[src/rtl/boron_round_key_store_if.sv]
// Round-key store bus: master-key load/stream commands plus the streamed
// round-key handshake (rk_valid/rk_ready).
interface boron_round_key_store_if;
   logic [79:0] key_in;
   logic        load;
   logic        start;
   logic        dir;
   logic        busy;
   logic        keys_ready;
   logic        rk_valid;
   logic        rk_ready;
   logic [63:0] rk_data;
   logic [4:0]  rk_idx;
   logic        rk_last;

   modport master (
      output key_in, load, start, dir, rk_ready,
      input  busy, keys_ready, rk_valid, rk_data, rk_idx, rk_last
   );

   modport slave (
      input  key_in, load, start, dir, rk_ready,
      output busy, keys_ready, rk_valid, rk_data, rk_idx, rk_last
   );
endinterface

[src/rtl/boron_round_key_store.sv]
// Expands an 80-bit Boron master key into 26 stored round keys and streams them
// forward or in reverse. Define BORON_KS_RANDOM_RD_EN for a random-access read port.
module boron_round_key_store (
   input  logic                   clk,
   input  logic                   rst,
`ifdef BORON_KS_RANDOM_RD_EN
   input  logic [4:0]             rd_addr,
   output logic [63:0]            rd_data,
`endif
   boron_round_key_store_if.slave bus
);

   localparam logic [4:0] LAST_IDX  = 5'd25;
   localparam logic [4:0] LAST_STEP = 5'd24;

   typedef enum logic [1:0] {
      IDLE,
      EXPAND,
      READY,
      STREAM
   } state_t;

   function automatic logic [3:0] sbox(input logic [3:0] x);
      logic [3:0] y;
      case (x)
         4'h0: y = 4'hE;
         4'h1: y = 4'h4;
         4'h2: y = 4'hB;
         4'h3: y = 4'h1;
         4'h4: y = 4'h7;
         4'h5: y = 4'h9;
         4'h6: y = 4'hC;
         4'h7: y = 4'hA;
         4'h8: y = 4'hD;
         4'h9: y = 4'h2;
         4'hA: y = 4'h0;
         4'hB: y = 4'hF;
         4'hC: y = 4'h8;
         4'hD: y = 4'h5;
         4'hE: y = 4'h3;
         default: y = 4'h6;
      endcase
      return y;
   endfunction

   // One key-schedule step: rotate left 13, S-box the low nibble, mix in the round number.
   function automatic logic [79:0] upd(input logic [79:0] k, input logic [4:0] r);
      logic [79:0] t;
      t        = {k[66:0], k[79:67]};
      t[3:0]   = sbox(t[3:0]);
      t[63:59] = t[63:59] ^ r;
      return t;
   endfunction

   state_t             state;
   state_t             state_d;
   logic [79:0]        k_reg;
   logic [79:0]        k_next;
   logic [4:0]         cnt;
   logic [25:0][63:0]  slots;
   logic [4:0]         ptr;
   logic [4:0]         ptr_d;
   logic               dir_q;
   logic               dir_d;
   logic               last_d;
   logic               load_acc;
   logic               start_acc;
   logic               handshake;

   logic               busy_q;
   logic               keys_ready_q;
   logic               rk_valid_q;
   logic               rk_last_q;
   logic [63:0]        rk_data_q;
   logic [4:0]         rk_idx_q;

   assign load_acc  = bus.load && ((state == IDLE) || (state == READY));
   assign start_acc = bus.start && !bus.load && (state == READY);
   assign handshake = rk_valid_q && bus.rk_ready;
   assign k_next    = upd(k_reg, cnt);

   always_ff @(posedge clk or negedge rst) begin
      if (!rst) begin
         state <= IDLE;
      end else begin
         state <= state_d;
      end
   end

   always_comb begin
      state_d = state;
      ptr_d   = ptr;
      dir_d   = dir_q;
      case (state)
         IDLE: begin
            if (load_acc) state_d = EXPAND;
         end
         EXPAND: begin
            if (cnt == LAST_STEP) state_d = READY;
         end
         READY: begin
            if (load_acc) begin
               state_d = EXPAND;
            end else if (start_acc) begin
               state_d = STREAM;
               dir_d   = bus.dir;
               ptr_d   = bus.dir ? LAST_IDX : 5'd0;
            end
         end
         STREAM: begin
            if (handshake) begin
               if (rk_last_q) begin
                  state_d = READY;
               end else begin
                  ptr_d = dir_q ? (ptr - 5'd1) : (ptr + 5'd1);
               end
            end
         end
         default: state_d = IDLE;
      endcase
      last_d = dir_d ? (ptr_d == 5'd0) : (ptr_d == LAST_IDX);
   end

   // Slot 0 is written on the load edge itself; each expansion cycle fills slot cnt+1.
   always_ff @(posedge clk or negedge rst) begin
      if (!rst) begin
         k_reg <= '0;
         cnt   <= '0;
         slots <= '0;
      end else if (load_acc) begin
         k_reg    <= bus.key_in;
         slots[0] <= bus.key_in[63:0];
         cnt      <= '0;
      end else if (state == EXPAND) begin
         k_reg              <= k_next;
         slots[cnt + 5'd1]  <= k_next[63:0];
         cnt                <= cnt + 5'd1;
      end
   end

   // Outputs are registered from the next state so the first beat appears right after start.
   always_ff @(posedge clk or negedge rst) begin
      if (!rst) begin
         busy_q       <= 1'b0;
         keys_ready_q <= 1'b0;
         rk_valid_q   <= 1'b0;
         rk_last_q    <= 1'b0;
         rk_data_q    <= '0;
         rk_idx_q     <= '0;
         ptr          <= '0;
         dir_q        <= 1'b0;
      end else begin
         busy_q       <= (state_d == EXPAND);
         keys_ready_q <= (state_d == READY);
         rk_valid_q   <= (state_d == STREAM);
         ptr          <= ptr_d;
         dir_q        <= dir_d;
         if (state_d == STREAM) begin
            rk_data_q <= slots[ptr_d];
            rk_idx_q  <= ptr_d;
            rk_last_q <= last_d;
         end else begin
            rk_data_q <= '0;
            rk_idx_q  <= '0;
            rk_last_q <= 1'b0;
         end
      end
   end

   assign bus.busy       = busy_q;
   assign bus.keys_ready = keys_ready_q;
   assign bus.rk_valid   = rk_valid_q;
   assign bus.rk_data    = rk_data_q;
   assign bus.rk_idx     = rk_idx_q;
   assign bus.rk_last    = rk_last_q;

`ifdef BORON_KS_RANDOM_RD_EN
   always_comb begin
      rd_data = '0;
      if (rd_addr <= LAST_IDX) rd_data = slots[rd_addr];
   end
`endif

endmodule

[src/flat_wrapper.sv]
// flat-port wrapper written by rule: the top's interface ports become plain ports
module boron_round_key_store_flat 
  (clk, rst, bus_key_in, bus_load, bus_start, bus_dir, bus_rk_ready, bus_busy, bus_keys_ready, bus_rk_valid, bus_rk_data, bus_rk_idx, bus_rk_last);
  boron_round_key_store_if bus_i ();
  input  logic clk;
  input  logic rst;
  input wire logic [$bits(bus_i.key_in)-1:0] bus_key_in;
  input wire logic [$bits(bus_i.load)-1:0] bus_load;
  input wire logic [$bits(bus_i.start)-1:0] bus_start;
  input wire logic [$bits(bus_i.dir)-1:0] bus_dir;
  input wire logic [$bits(bus_i.rk_ready)-1:0] bus_rk_ready;
  output wire logic [$bits(bus_i.busy)-1:0] bus_busy;
  output wire logic [$bits(bus_i.keys_ready)-1:0] bus_keys_ready;
  output wire logic [$bits(bus_i.rk_valid)-1:0] bus_rk_valid;
  output wire logic [$bits(bus_i.rk_data)-1:0] bus_rk_data;
  output wire logic [$bits(bus_i.rk_idx)-1:0] bus_rk_idx;
  output wire logic [$bits(bus_i.rk_last)-1:0] bus_rk_last;
  assign bus_i.key_in = bus_key_in;
  assign bus_i.load = bus_load;
  assign bus_i.start = bus_start;
  assign bus_i.dir = bus_dir;
  assign bus_i.rk_ready = bus_rk_ready;
  assign bus_busy = bus_i.busy;
  assign bus_keys_ready = bus_i.keys_ready;
  assign bus_rk_valid = bus_i.rk_valid;
  assign bus_rk_data = bus_i.rk_data;
  assign bus_rk_idx = bus_i.rk_idx;
  assign bus_rk_last = bus_i.rk_last;
  boron_round_key_store u_core (.clk(clk), .rst(rst), .bus(bus_i));
endmodule
[config.mk]
export PLATFORM = sky130hd
export DESIGN_NAME = boron_round_key_store_flat
export DESIGN_NICKNAME = d
export VERILOG_FILES = /design/src/rtl/boron_round_key_store_if.sv /design/src/rtl/boron_round_key_store.sv /design/src/flat_wrapper.sv
export SDC_FILE = /design/constraint.sdc
export NUM_CORES = 2
export LEC_CHECK = 0
export ABC_AREA = 1
export CAP_MARGIN = 20
export CELL_PAD_IN_SITES_DETAIL_PLACEMENT = 1
export CELL_PAD_IN_SITES_GLOBAL_PLACEMENT = 1
export CORE_ASPECT_RATIO = 0.9
export CORE_MARGIN = 2
export CORE_UTILIZATION = 30
export CTS_CLUSTER_SIZE = 28
export DETAILED_ROUTE_END_ITERATION = 6
export PLACE_DENSITY = 0.56
export SETUP_SLACK_MARGIN = 0.5
export SLEW_MARGIN = 20
export SYNTH_ARGS = -nofsm -noshare
export SYNTH_HDL_FRONTEND = slang
export SYNTH_SLANG_ARGS = --single-unit
[constraint.sdc]
create_clock -name clk -period 2.8 [get_ports clk]
set_input_delay 0.84 -clock clk [delete_from_list [all_inputs] [get_ports clk]]
set_output_delay 0.84 -clock clk [all_outputs]
set_load 0.01 [all_outputs]
Yosys cells after proc, flatten, opt, wreduce, memory -nomap -nowiden
Memories as Yosys holds them, arrays and structs flattened.
Cells that the tools add are included.
- word-level logic and storage cells: 97
- input bits: 86
- register bits after elaboration: 1830
- output and inout port bits: 73
- memories kept: 1
- ROM bits: 64
- reduce and logical (&&, ||, !) cells: 11
- mux-type cells: 32
- equal/unequal tests: 8
- bitwise logic cells: 2
- $lt $le $gt $ge: 3
- add/subtract/negate cells: 3
- memory list (name ; words ; bits a word ; read ports ; clocked after memory_dff ; wr ports ; RTL line ; text):
    (name not given) ; 16 ; 4 ; 1 ; 0 ; 0 ; boron_round_key_store.sv:25 ; case (x)
- operators with widths (kind ; count):
    $bwmux W1664 ; 1
    $bmux W64 S5 ; 1
    $demux W64 S5 ; 1
    $mux W64 ; 5
    $mux W80 ; 2
    $mux W5 ; 9
    $lt A5 B6 Y1 const B ; 2
    $mux W2 ; 6
    $add A5 B1 Y5 const B ; 2
    $eq A5 B5 Y1 const B ; 2
    $pmux W5 S2 ; 1
    $eq A2 B2 Y1 const B ; 4
    $pmux W2 S4 ; 1
    $ge A5 B1 Y1 const B ; 1
    $logic_and A1 B1 Y1 ; 5
    $logic_not A5 Y1 ; 1
    $mux W1 ; 5
    $sub A5 B1 Y5 const B ; 1
    $xor A5 B5 Y5 ; 1
    $eq A2 B1 Y1 const B ; 2
    $logic_not A2 Y1 ; 1
    $reduce_and A2 Y1 ; 1
    $reduce_bool A2 Y1 ; 1
    $logic_not A1 Y1 ; 1
    other kinds (2) ; 2

Depth between registers and ports, before layout
- word-level depth: 9
- gate-level depth with buffers: 19
- depth with buffers taken out: 17

Least setup slack after synthesis
OpenSTA, ideal clock, no wires.
- path type: input -> register
- start: input port bus_rk_ready
- end: register u_core.rk_data_q[26], in the netlist u_core.bus.rk_data[26]
- library setup time: 0.118 ns
- stages on the path: 14
- required time: 2.682 ns
- buffers on the path: 3
- data arrival time: 2.355 ns
- setup slack: 0.327 ns
- path through: nand2_1 -> nor2_4 -> nand2_1 -> nand2_1 -> o21ai_2 -> inv_2 -> buf_6 -> buf_2 -> clkbuf_1 -> nand3_1 -> nand3_1 -> nand3_1 -> a21oi_1 -> nor2_1
- word-level cells in the longest chain between the ends: 6
- elaborated cells on any way between the ends: 9
- those cells by class: eq/ne (1); mux (7); reduce/logical (1)
- RTL lines (element ; RTL line ; text):
    from (decl) ; flat_wrapper.sv:11 ; input wire logic [$bits(bus_i.rk_ready)-1:0] bus_rk_ready;
    $logic_and A1 B1 Y1 (*) ; boron_round_key_store.sv:79 ; assign handshake = rk_valid_q && bus.rk_ready;
    $mux W5 ; boron_round_key_store.sv:111 ; if (handshake) begin
    $pmux W5 S2 ; boron_round_key_store.sv:94 ; case (state)
    $bmux W64 S5 ; boron_round_key_store.sv:159 ; rk_data_q <= slots[ptr_d];
    $mux W64 (implied by the code) ; boron_round_key_store.sv:159 ;
    $mux W64 (*) ; boron_round_key_store.sv:158 ; if (state_d == STREAM) begin
    to (signal assigned) ; boron_round_key_store.sv:159 ;
    to (decl) ; boron_round_key_store.sv:74 ; logic [63:0] rk_data_q;
Every way passes the cells marked *; elsewhere a longest branch is shown, timed or not. The select of a mux whose other input is x is not followed.
A chain may end at the register's enable or synchronous reset.

Final worst setup path
- start: register u_core.dir_q
- end: register u_core.rk_data_q[14], in the netlist u_core.bus.rk_data[14]
- word-level cells in the longest chain between the ends: 7
- RTL lines (element ; RTL line ; text):
    from (decl) ; boron_round_key_store.sv:63 ; logic dir_q;
    from (signal assigned) ; boron_round_key_store.sv:157 ; dir_q <= dir_d;
    $mux W5 ; boron_round_key_store.sv:115 ; ptr_d = dir_q ? (ptr - 5'd1) : (ptr + 5'd1);
    $mux W5 ; boron_round_key_store.sv:112 ; if (rk_last_q) begin
    $mux W5 ; boron_round_key_store.sv:111 ;
    $pmux W5 S2 ; boron_round_key_store.sv:94 ;
    $bmux W64 S5 ; boron_round_key_store.sv:159 ;
    $mux W64 (implied by the code) ; boron_round_key_store.sv:159 ;
    $mux W64 ; boron_round_key_store.sv:158 ;
No other way between the ends. The select of a mux whose other input is x is not followed.

==> metrics.txt <==
synth top area cells=dfrtp_1 (53%), nand2_1 (18%), o21ai_0 (9.8%), nand3_1 (6.7%), inv_1 (3.2%); number of distinct library cells after synthesis=33; met2 Track Usage GR=0.455; global-route wire length before repair=between 600000 and 700000 um; Synth Warn #=0; layer with the highest usage=met2; endpoint type of the worst setup path=flop; antenna viol nets, final=0; nets@finish=around 12000; via-per-instance ratio=approximately 5.4; final hold viol count=0; synthesized area per cell=7.73 um2; syn_nets=roughly 11000; Min-Delay Path Class=reg2reg; vias=84268; Port Buffers=~160; Crit Path Category=reg2reg; pre-CTS setup slack=-0.866 ns; max reg flops=~1700; synthesis-to-layout area growth=30.3%; final RePlAce weighted congestion=0.864; Post-synth EDFFs=0; post-route total power=~160 mW; DR WL/cell=around 29 um; Die Y=514 um; vias in the first global route=roughly 85000; # IOs=159; hpwl dp=276000 um; H-tree depth=4; CTS tree=done; setup TNS=0 ns; initial DRC count=between 8000 and 9000; overall global routing resource usage=0.289; top cell type's share of synthesized area=0.528; R2R cell count=16; Initial Util=0.301; flop2flop setup slack=~0.034 ns; PD cells=around 1400 nW/um2; status=finished clean; FMAX=~0.36 GHz; Period Utilization, post-route=0.988; DRC=0; setup ws final=0.0344 ns; hold worst-path end=u_core.slots[873]; Worst path slowest cell=fa_2; sequential share of the synthesized area=0.528; Final min period=between 2 and 3 ns; Post-Route WL=454000 um; CP Launch Type=flop; Worst-Skew Late Latency=just over 0.9 ns; Seq cells post-synth=1830; core area=around 290000 um2; crit path max fanout=7; slew margin rel.=0.338; Leak=between 50 and 60 nW; Synth Cell Area=a little under 90000 um2; drt pass-1 iters=6; leading cell types by count after synthesis=nand2_1 (4077), dfrtp_1 (1830), o21ai_0 (1699); clock root buffer=clkbuf_16; met3 Usage GRT=0.0376; Clk pin slew, worst setup/hold paths=0.06 ns; hold path depth=2; CTS max path bufs=4; Max Clock Skew=0.0893 ns; Die Width=571 um; initial antenna violation count=38; Global Route met1 Usage=0.410; Final Max Slew Viols=0; grt total ovfl=0; Worst EP required=between 3 and 4 ns; R2R Path End=u_core.bus.rk_data[14]; Max Cap Viol=0; RR Startpoint=u_core.dir_q; Crit path largest cell delay=approximately 0.48 ns; Worst-Margin Slew=~0.99 ns; ys flop type=dfrtp_1; most common cell in the netlist=nand2_1; CTS buffer count=220; num rows=roughly 190; die area=a little under 300000 um2; HP Start=u_core.slots[873]; largest net degree at the start of global routing=134; share of layout cells above drive strength 1=0.157; unrepaired setup endpoints after global routing=yes; CP Cell Sequence=fa_2 -> nand2_2 -> nand2_2 -> o21ai_4 -> buf_12 -> inv_16 -> nor2_4 -> buf_12 -> buf_16 -> clkbuf_16 -> nand3_1 -> nand2_1 -> nor2_1 -> nand2_1 -> nand2_1 -> nor2_1; setup violators final=0; fraction of registers with async set/reset=1.00; cells after synthesis=11213; biggest area consumer among synthesized cells=dfrtp_1; Worst EP arrival=between 3 and 4 ns; Worst VDD drop=608 uV; crit-path most repeated cell=nand2_1; clock sink total=1830
[worst max path at each step]
stage	startpoint	endpoint	slack, ns
6_report	u_core.dir_q	u_core.bus.rk_data[14]	0.03
5_1_grt	u_core.cnt[0]	u_core.bus.rk_data[14]	0.006
4_1_cts	u_core.bus.rk_idx[3]	bus_rk_idx[3]	0.16
3_5_place_dp	bus_rk_ready	u_core.bus.rk_data[44]	-0.87
3_3_place_gp	bus_rk_ready	u_core.bus.rk_data[44]	-0.86
2_1_floorplan	bus_rk_ready	u_core.bus.rk_data[10]	0.48
[cells by family after synthesis]
family | synth area share
adders and majority gates | 0.00167
xor gates and xnor gates | 0.000996
DFF | 0.528
and+or+nand+nor | 0.278
buffers and inverters | 0.0770
AOI/OAI and AO/OA | 0.114
[critical path, delay by kind of cell, from the launching register on]
family | cells | cell delay, ns
flip-flops | 1 | 0.42
buffers and inverters | 5 | 0.81
AND/OR/NAND/NOR | 9 | 0.70
AO/OA/AOI/OAI | 1 | 0.15
adder cells (fa/ha/maj) | 1 | 0.48
[placed cells by master, fill, tap and decap left out, types with 27 or more instances in the layout]
cell type	n
o21ai_1	76
nand2_2	90
o22ai_1	60
dfrtp_2	52
buf_4	515
nand3b_1	292
inv_2	27
clkbuf_1	51
nor2_1	106
clkdlybuf4s50_1	85
clkbuf_16	276
nand3_1	1130
buf_12	303
a21oi_1	64
clkbuf_8	63
o21ai_0	1619
buf_16	65
inv_1	720
buf_6	106
clkinv_2	30
o21ai_2	35
nand2_1	3934
nor2_4	28
dfrtp_1	1777
nand2_4	51
a21oi_2	47
[power breakdown]
group / switching, mW / internal, mW
registers: 6.52 / 37.5
logic: 54.1 / 30.3
clock network: 12.3 / 17.3
[cell type report]
type,count,area [um2]
diodes,11,27.5
clock buffers,336,6610
clock inverters,54,671
fillers,33526,175000
inverters,775,3130
multi-input cells,7678,36000
flip-flops and latches,1830,45900
well taps,3874,4850
repair buffers,1177,15800
repair inverters,4,50.0
[layer usage]
layer | part of all wire | up-vias
li1 | - | 36901
met1 | 0.45 | 43707
met2 | 0.45 | 2988
met3 | 0.066 | 662
met4 | 0.040 | 10
met5 | 0.00016 | -
[what timing repair did]
| item | 4_1_cts | 5_1_grt |
|---|---|---|
| setup endpoints to repair | 1778 | 1852 |
| gates cloned | 28 | 61 |
| endpoints found under the hold margin | 1 | 0 |
| setup buffers | 61 | 102 |
| hold buffers | 1 | 0 |
| resized for setup | 584 | 519 |
| pin swaps | 76 | 111 |
[metrics by stage]
stage	util	hold slack (ns)	instance area, um2	std cells
after floorplan	-	0.444	87700	11213
after global placement	0.344	0.456	99000	15085
after detailed placement	0.344	0.464	99000	15085
after CTS	0.378	0.479	109000	15565
after global routing	0.392	0.498	113000	15731
final	0.392	0.478	113000	15739
No activity file was read; power rests on OpenSTA's default activity.
